===== config.mk =====
export PLATFORM = sky130hd
export DESIGN_NAME = cordic_phase_quadrant_flat
export DESIGN_NICKNAME = d
export VERILOG_FILES = /design/src/rtl/cordic_pkg.sv /design/src/rtl/cordic_phase_quadrant_if.sv /design/src/rtl/cordic_quad_delay.sv /design/src/rtl/cordic_phase_quadrant.sv /design/src/flat_wrapper.sv
export SDC_FILE = /design/constraint.sdc
export NUM_CORES = 1
export LEC_CHECK = 0
export CAP_MARGIN = 25
export CORE_MARGIN = 4
export CORE_UTILIZATION = 64
export CTS_CLUSTER_SIZE = 30
export DETAILED_ROUTE_END_ITERATION = 10
export DONT_BUFFER_PORTS = 1
export PLACE_DENSITY = 0.8
export SYNTH_ARGS = -nofsm -noshare
export SYNTH_HDL_FRONTEND = slang
export SYNTH_SLANG_ARGS = --single-unit

===== constraint.sdc =====
create_clock -name clk -period 3.15 [get_ports clk]
set_input_delay 0.63 -clock clk [delete_from_list [all_inputs] [get_ports clk]]
set_output_delay 0.63 -clock clk [all_outputs]
set_load 0.05 [all_outputs]

===== src/rtl/cordic_pkg.sv =====
// Shared constants and types for the full-circle CORDIC wrapper.
package cordic_pkg;

  localparam int D_WIDTH    = 16;
  localparam int CORDIC_LAT = D_WIDTH - 1;
  localparam int PHASE_W    = D_WIDTH + 1;
  localparam int Z_W        = D_WIDTH - 1;
  localparam int S_W        = D_WIDTH + 1;

  typedef enum logic [1:0] {
    Q0 = 2'd0,
    Q1 = 2'd1,
    Q2 = 2'd2,
    Q3 = 2'd3
  } quadrant_t;

  typedef logic signed [S_W-1:0] sample_t;

  // Tag that travels alongside a sample while cordic computes it.
  typedef struct packed {
    logic      valid;
    quadrant_t quad;
  } qv_t;

  // The top two phase bits select the quadrant.
  function automatic quadrant_t phase_quadrant(input logic [PHASE_W-1:0] ph);
    return quadrant_t'(ph[PHASE_W-1 -: 2]);
  endfunction

endpackage


===== src/rtl/cordic_phase_quadrant_if.sv =====
// Bus between the NCO wrapper, its controller and the cordic pipeline.
interface cordic_phase_quadrant_if;
  import cordic_pkg::*;

  logic               i_in_valid;
  logic               i_sync_clr;
  logic [PHASE_W-1:0] i_fcw;
  logic [PHASE_W-1:0] i_pofs;
  logic [Z_W-1:0]     o_z_tgt;
  sample_t            i_x_in;
  sample_t            i_y_in;
  sample_t            o_cos_out;
  sample_t            o_sin_out;
  logic               o_out_valid;

  modport master (
    output i_in_valid, i_sync_clr, i_fcw, i_pofs, i_x_in, i_y_in,
    input  o_z_tgt, o_cos_out, o_sin_out, o_out_valid
  );

  modport slave (
    input  i_in_valid, i_sync_clr, i_fcw, i_pofs, i_x_in, i_y_in,
    output o_z_tgt, o_cos_out, o_sin_out, o_out_valid
  );

endinterface


===== src/rtl/cordic_quad_delay.sv =====
// Shift register carrying {valid, quadrant} across the cordic latency.
module cordic_quad_delay
  import cordic_pkg::*;
#(
  parameter int DEPTH = CORDIC_LAT
) (
  input  logic clk,
  input  logic rst_n,
  input  logic i_flush,
  input  qv_t  i_qv,
  output qv_t  o_qv
);

  qv_t r_pipe [DEPTH];

  // Shift every cycle; a flush drops every in-flight valid bit.
  always_ff @(posedge clk or negedge rst_n) begin
    if (!rst_n) begin
      for (int i = 0; i < DEPTH; i++) r_pipe[i] <= '0;
    end else begin
      r_pipe[0] <= i_qv;
      for (int i = 1; i < DEPTH; i++) r_pipe[i] <= r_pipe[i-1];
      if (i_flush) begin
        for (int i = 0; i < DEPTH; i++) r_pipe[i].valid <= 1'b0;
      end
    end
  end

  assign o_qv = r_pipe[DEPTH-1];

endmodule


===== src/rtl/cordic_phase_quadrant.sv =====
// Full-circle NCO around a first-quadrant cordic: phase accumulation and
// quadrant split on the way in, quadrant rotation on the way out.
module cordic_phase_quadrant
  import cordic_pkg::*;
(
  input  logic                   clk,
  input  logic                   rst_n,
  cordic_phase_quadrant_if.slave bus
);

  logic [PHASE_W-1:0] r_acc;
  logic [Z_W-1:0]     r_z_tgt;
  qv_t                r_qv0;
  logic [PHASE_W-1:0] w_phase;
  qv_t                w_qv_dly;
  qv_t                r_qv_al;
  sample_t            r_x_al;
  sample_t            r_y_al;
  sample_t            w_cos;
  sample_t            w_sin;
  sample_t            r_cos;
  sample_t            r_sin;
  logic               r_out_valid;

  // Offset uses the accumulator value before this issue's step.
  assign w_phase = r_acc + bus.i_pofs;

  // Issue stage: advance the accumulator and launch one angle into cordic.
  always_ff @(posedge clk or negedge rst_n) begin
    if (!rst_n) begin
      r_acc   <= '0;
      r_z_tgt <= '0;
      r_qv0   <= '0;
    end else if (bus.i_sync_clr) begin
      r_acc       <= '0;
      r_qv0.valid <= 1'b0;
    end else if (bus.i_in_valid) begin
      r_acc   <= r_acc + bus.i_fcw;
      r_z_tgt <= w_phase[Z_W-1:0];
      r_qv0   <= '{valid: 1'b1, quad: phase_quadrant(w_phase)};
    end else begin
      r_qv0.valid <= 1'b0;
    end
  end

  assign bus.o_z_tgt = r_z_tgt;

  cordic_quad_delay #(
    .DEPTH (CORDIC_LAT)
  ) u_quad_delay (
    .clk     (clk),
    .rst_n   (rst_n),
    .i_flush (bus.i_sync_clr),
    .i_qv    (r_qv0),
    .o_qv    (w_qv_dly)
  );

  // Alignment register: cordic result paired with the quadrant it belongs to.
  always_ff @(posedge clk or negedge rst_n) begin
    if (!rst_n) begin
      r_x_al  <= '0;
      r_y_al  <= '0;
      r_qv_al <= '0;
    end else begin
      r_x_al        <= bus.i_x_in;
      r_y_al        <= bus.i_y_in;
      r_qv_al.quad  <= w_qv_dly.quad;
      r_qv_al.valid <= w_qv_dly.valid & ~bus.i_sync_clr;
    end
  end

  // Rotate the first-quadrant vector into its quadrant; inputs never exceed
  // 1.0, so negation cannot overflow the sample width.
  always_comb begin
    w_cos = r_x_al;
    w_sin = r_y_al;
    unique case (r_qv_al.quad)
      Q0: begin
        w_cos = r_x_al;
        w_sin = r_y_al;
      end
      Q1: begin
        w_cos = -r_y_al;
        w_sin = r_x_al;
      end
      Q2: begin
        w_cos = -r_x_al;
        w_sin = -r_y_al;
      end
      Q3: begin
        w_cos = r_y_al;
        w_sin = -r_x_al;
      end
    endcase
  end

  // Output stage: values refresh every cycle, valid follows the tag.
  always_ff @(posedge clk or negedge rst_n) begin
    if (!rst_n) begin
      r_cos       <= '0;
      r_sin       <= '0;
      r_out_valid <= 1'b0;
    end else begin
      r_cos       <= w_cos;
      r_sin       <= w_sin;
      r_out_valid <= r_qv_al.valid & ~bus.i_sync_clr;
    end
  end

  assign bus.o_cos_out   = r_cos;
  assign bus.o_sin_out   = r_sin;
  assign bus.o_out_valid = r_out_valid;

endmodule

===== src/flat_wrapper.sv =====
// flat-port wrapper written by rule: the top's interface ports become plain ports
module cordic_phase_quadrant_flat import cordic_pkg::*;
  (clk, rst_n, bus_i_in_valid, bus_i_sync_clr, bus_i_fcw, bus_i_pofs, bus_i_x_in, bus_i_y_in, bus_o_z_tgt, bus_o_cos_out, bus_o_sin_out, bus_o_out_valid);
  cordic_phase_quadrant_if bus_i ();
  input  logic clk;
  input  logic rst_n;
  input wire logic [$bits(bus_i.i_in_valid)-1:0] bus_i_in_valid;
  input wire logic [$bits(bus_i.i_sync_clr)-1:0] bus_i_sync_clr;
  input wire logic [$bits(bus_i.i_fcw)-1:0] bus_i_fcw;
  input wire logic [$bits(bus_i.i_pofs)-1:0] bus_i_pofs;
  input wire logic [$bits(bus_i.i_x_in)-1:0] bus_i_x_in;
  input wire logic [$bits(bus_i.i_y_in)-1:0] bus_i_y_in;
  output wire logic [$bits(bus_i.o_z_tgt)-1:0] bus_o_z_tgt;
  output wire logic [$bits(bus_i.o_cos_out)-1:0] bus_o_cos_out;
  output wire logic [$bits(bus_i.o_sin_out)-1:0] bus_o_sin_out;
  output wire logic [$bits(bus_i.o_out_valid)-1:0] bus_o_out_valid;
  assign bus_i.i_in_valid = bus_i_in_valid;
  assign bus_i.i_sync_clr = bus_i_sync_clr;
  assign bus_i.i_fcw = bus_i_fcw;
  assign bus_i.i_pofs = bus_i_pofs;
  assign bus_i.i_x_in = bus_i_x_in;
  assign bus_i.i_y_in = bus_i_y_in;
  assign bus_o_z_tgt = bus_i.o_z_tgt;
  assign bus_o_cos_out = bus_i.o_cos_out;
  assign bus_o_sin_out = bus_i.o_sin_out;
  assign bus_o_out_valid = bus_i.o_out_valid;
  cordic_phase_quadrant u_core (.clk(clk), .rst_n(rst_n), .bus(bus_i));
endmodule

# Yosys cells after proc, flatten, opt, wreduce, memory -nomap -nowiden
# Index checks and enable logic that the tools add are counted.
# op_classes
n_addsub,4
eq_ne,3
n_mux,21
bitwise_logic,3
reduce_logical,3
# ops
cell,count
case mux 17 bit (4 select lines),2
adder 17 bit,2
two-way mux 17 bit,2
negation 17 bit,2
two-way mux 1 bit,17
"== test 2 bit, second input constant",2
AND 1 bit,2
"== test 2 x 1 -> 1 bit, second input constant",1
logical NOT 2 bit,1
AND reduction 2 bit,1
nonzero test 2 bit,1
inverter 1 bit,1
# word_totals
register_bits,152
inputBits,72
out_inout_bits,50
word_cells,75

# Longest topological paths before layout
# Gate-level depths: netlist (run 1).
# depth
ltp_word,3
depth_mapped,9
ltp_nobuf,9

# Cells and area by module
# A second synthesis (run 1) with hierarchy kept.
# unflattened
cells_unflattened,704
hier_area_um2,7353.3
# modules_own_cells
module,instances,cells_each,area_each_um2,seq_area_each_um2
cordic_phase_quadrant,1,640,6072.1,2677.6
cordic_quad_delay,1,64,1281.2,1126.1

# Least setup slack after synthesis (run 1)
# OpenSTA, ideal clock, no wires.
# synth_timing
path_kind,input-to-reg
start,in bus_i_fcw[0]
end,reg u_core.r_acc[16]
setup_time_ns,0.125
arrival_time_ns,2.471
required_time_ns,3.025
path_slack_ns,0.554
path_stages,9
path_buffers,0
path_cell_list,ha_1 -> inv_1 -> fa_1 -> nand2b_1 -> a21oi_1 -> o21ai_0 -> o21ai_0 -> mux2i_1 -> mux2_2
# synth_via
elab_chain_len,3
# synth_rtl
element,line,text
from (decl),flat_wrapper.sv:9,input wire logic [$bits(bus_i.i_fcw)-1:0] bus_i_fcw;
adder 17 bit,cordic_phase_quadrant.sv:38,r_acc <= r_acc + bus.i_fcw;
two-way mux 17 bit,cordic_phase_quadrant.sv:37,end else if (bus.i_in_valid) begin
two-way mux 17 bit,cordic_phase_quadrant.sv:34,end else if (bus.i_sync_clr) begin
to (signal assigned),cordic_phase_quadrant.sv:38,
to (decl),cordic_phase_quadrant.sv:11,logic [PHASE_W-1:0] r_acc;
# No other way between the ends. The select of a mux whose other input is x is not followed.
# A chain may end at the register's enable or synchronous reset.

# Worst setup path in the final report (run 1)
# layout_timing
start,reg u_core.r_acc[0]
end,reg u_core.r_acc[16]
# layout_via
elab_chain_len,3
# layout_rtl
element,line
adder 17 bit,cordic_phase_quadrant.sv:38
two-way mux 17 bit,cordic_phase_quadrant.sv:37
two-way mux 17 bit,cordic_phase_quadrant.sv:34
# No other way between the ends. The select of a mux whose other input is x is not followed.

==> flow_summary.ini, run 1 <==
[route]
drt_iter0_markers = 451
antenna_left = 0
wl_um = 16300
num_vias = 5199
viasPerCell = 6.15
wl_per_cell_um = 19.3
firstDrtPassIters = 5
drcViolationCount = 0

[yosys]
synth_flop_cell = dfrtp_1
ys_types = 63
async_flop_share = 1.00
synth_seq_cells = 152
synth_top_area_frac = 0.510
synth_area_leader_cell = dfrtp_1
synth.avg_cell_area_um2 = 10.8
ys_top_cells_by_area = dfrtp_1, ha_1, a21oi_1, nand2_1, xnor2_1
syn_area_um2 = 7460
syn-instance-count = 694
synth-edff-count = 0
ys_seq_area_frac = 0.510
yosys_warnings = 0
synth_nets = 802

[clock_tree]
cts_resized = 0
clk_pin_slew_ns = 0.06
clockBufferDepth = 2
cts.sinks = 152
htreeDepth = 4
clock_latency_ns = 0.42
cts_buffers = 17
post-cts-setup-buffers = 0
clockRootBuffer = clkbuf_16
tritoncts = built

[pwr]
peakVddDrop_mv = 0.851
finalPower_mw = 6.74
leakagePower_nw = 3.62
p_per_area_nw_per_um2 = 825

[timing]
finalSetupViolCount = 0
fin_crit_sh = 0.863
tightest_slew_ns = 0.782
final-max-slew-violation-count = 0
fmax_ghz = 0.368
fin_hold_ws_ns = -0.0980
clock_skew_ns = 0.00827
relSlewSlack = 0.465
rsz0062_at_grt = false
finalHoldViolCount = 152
fin_crit_ns = 2.72
tns_ns = 0

[critical_path]
critPathArrivalTime_ns = 3.03
path_max_fanout = 3
end_kind = register
timing_worst_setup_path_type = register to register
critPathRequiredTime_ns = 3.46
start_kind = register

[placed_design]
gp_congestion = 0.836
portBuffers = 0
hpwl_um = 11500

[hold_path]
hold_path.class = input port to async pin

[global_route]
grt_max_degree = 153
grt_use_total = 0.254
grt_pass1_wl_um = 25900
gr-total-overflow = 0
grt_pass1_vias = 5153
antenna_found_initial = 0

[floorplan]
die-area_um2 = 13500
fp.dieH_um = 116
core_area_um2 = 11400
rows = 39
die_x_um = 116
start_util = 0.654
pin_count = 122

[layout]
drive_gt1_frac = 0.0855
nets = 798
syn2layout_area_growth_pct = 9.39
nFillCells = 807

[run_status]
violations = negative hold slack
status = complete, but fails checks

[flow_run]
cap_violations = 0
[metal layers]
metal / routed length, µm / track usage
met1: 6410 / 0.296
met2: 8460 / 0.439
met3: 1200 / 0.0903
met4: 237 / 0.0828
met5: 0 / 0
[synthesized netlist by cell type (all sizes together) (4+ instances only)]
master / n
xnor2: 26
ha: 34
nor2b: 24
nand4: 8
nand3: 14
nor3: 17
mux4: 13
a211oi: 8
o21ai: 42
nand2b: 9
clkbuf: 20
a21o: 6
or4: 4
a31oi: 7
nor2: 60
nor4: 5
o21a: 8
o21bai: 5
xor2: 16
buf: 7
nand2: 62
mux2i: 16
o31ai: 6
or3: 5
a21oi: 54
and2: 4
inv: 19
o211ai: 4
dfrtp: 152
o311ai: 4
[placed cells by master, fill, tap and decap left out, drive strengths merged, types with 13 or more instances in the layout]
cell    synthesis  layout
mux4           13      13
dfrtp         152     152
nand3          14      14
ha             34      34
nand2          62      62
nor2b          24      24
nor3           17      17
a21oi          54      54
xnor2          26      26
nor2           60      60
xor2           16      16
o21ai          42      42
clkbuf         20      20
mux2i          16      16
inv            19      21
[per-stage QoR]
stage               instance area, µm²  setup slack, ns  std cells  utilization
finish                            8160            0.431        846        0.715
global route                      8160            0.218        845        0.715
CTS                               8160            0.400        845        0.715
detailed placement                7560            0.261        814        0.662
global placement                  7560            0.298        814        0.662
floorplan                         7460            0.554        694            -
[cells by family (layout without fill, tap and decap cells)]
kind of cell,Yosys count,after routing,synth area share
fa+ha+maj,36,36,0.0624
flops,152,152,0.510
compound gates,166,166,0.138
buf+inv,46,54,0.0250
other cells,0,1,0
simple gates,221,221,0.150
xor+xnor,42,42,0.0493
mux,31,31,0.0657
[where the power goes]
| part | total (mW) | switching [mW] | internal [mW] |
|---|---|---|---|
| clock | 2.06 | 0.778 | 1.28 |
| sequential | 3.45 | 1.09 | 2.35 |
| combinational | 1.23 | 0.683 | 0.544 |
[area by class of cell]
cell class / count / area (µm²) / share of cell area
Inverter: 19 / 71.3 / 0.00874
Timing Repair Buffer: 4 / 30.0 / 0.00368
Clock buffer: 20 / 457 / 0.0559
Antenna cell: 1 / 2.50 / 0.000307
Sequential cell: 152 / 3800 / 0.466
Multi-Input combinational cell: 496 / 3470 / 0.425
Clock inverter: 11 / 146 / 0.0179
Tap cell: 143 / 179 / 0.0219
[worst max-delay path: stages (launching register included)]
cell and delay (ns):
dfrtp_1 0.39, ha_1 0.21, inv_1 0.06, fa_1 0.39, nand2b_1 0.18, a21oi_1 0.26, o21ai_0 0.24, o21ai_0 0.27
mux2i_1 0.25, mux2_2 0.35
[final timing paths]
check	depth (start not counted)	to	start	slack (ns)
min	0	u_core.bus.o_cos_out[0]$_DFF_PN0_	rst_n	-0.1
max	9	u_core.r_acc[16]$_DFFE_PN0P_	u_core.r_acc[0]$_DFFE_PN0P_	0.43
max reg2reg	9	u_core.r_acc[16]$_DFFE_PN0P_	u_core.r_acc[0]$_DFFE_PN0P_	0.43
min in group clk	0	u_core.r_x_al[10]$_DFF_PN0_	bus_i_x_in[10]	0.23
min reg2reg	0	u_core.u_quad_delay.r_pipe[40]$_DFF_PN0_	u_core.u_quad_delay.r_pipe[43]$_DFF_PN0_	0.35
max in group asynchronous	0	u_core.r_x_al[0]$_DFF_PN0_	rst_n	3.04
[registers in the layout, summed over array words and instances (netlist names)]
register,cells
u_core.r_y_al,17
u_core.r_x_al,17
u_core.r_qv0,3
u_core.u_quad_delay.r_pipe,42
u_core.r_qv_al,3
u_core.bus.o_sin_out,17
u_core.bus.o_out_valid,1
u_core.bus.o_z_tgt,15
u_core.u_quad_delay.o_qv,3
u_core.r_acc,17
u_core.bus.o_cos_out,17
Power figures use the tool's default switching activity.
==> run 2: changes to the inputs <==
SKIP_LAST_GASP = 1   (was unset)
TNS_END_PERCENT = 10   (was unset)
==> results of run 2 <==
No change in the layout: final DEF, timing and power equal those of run 1.
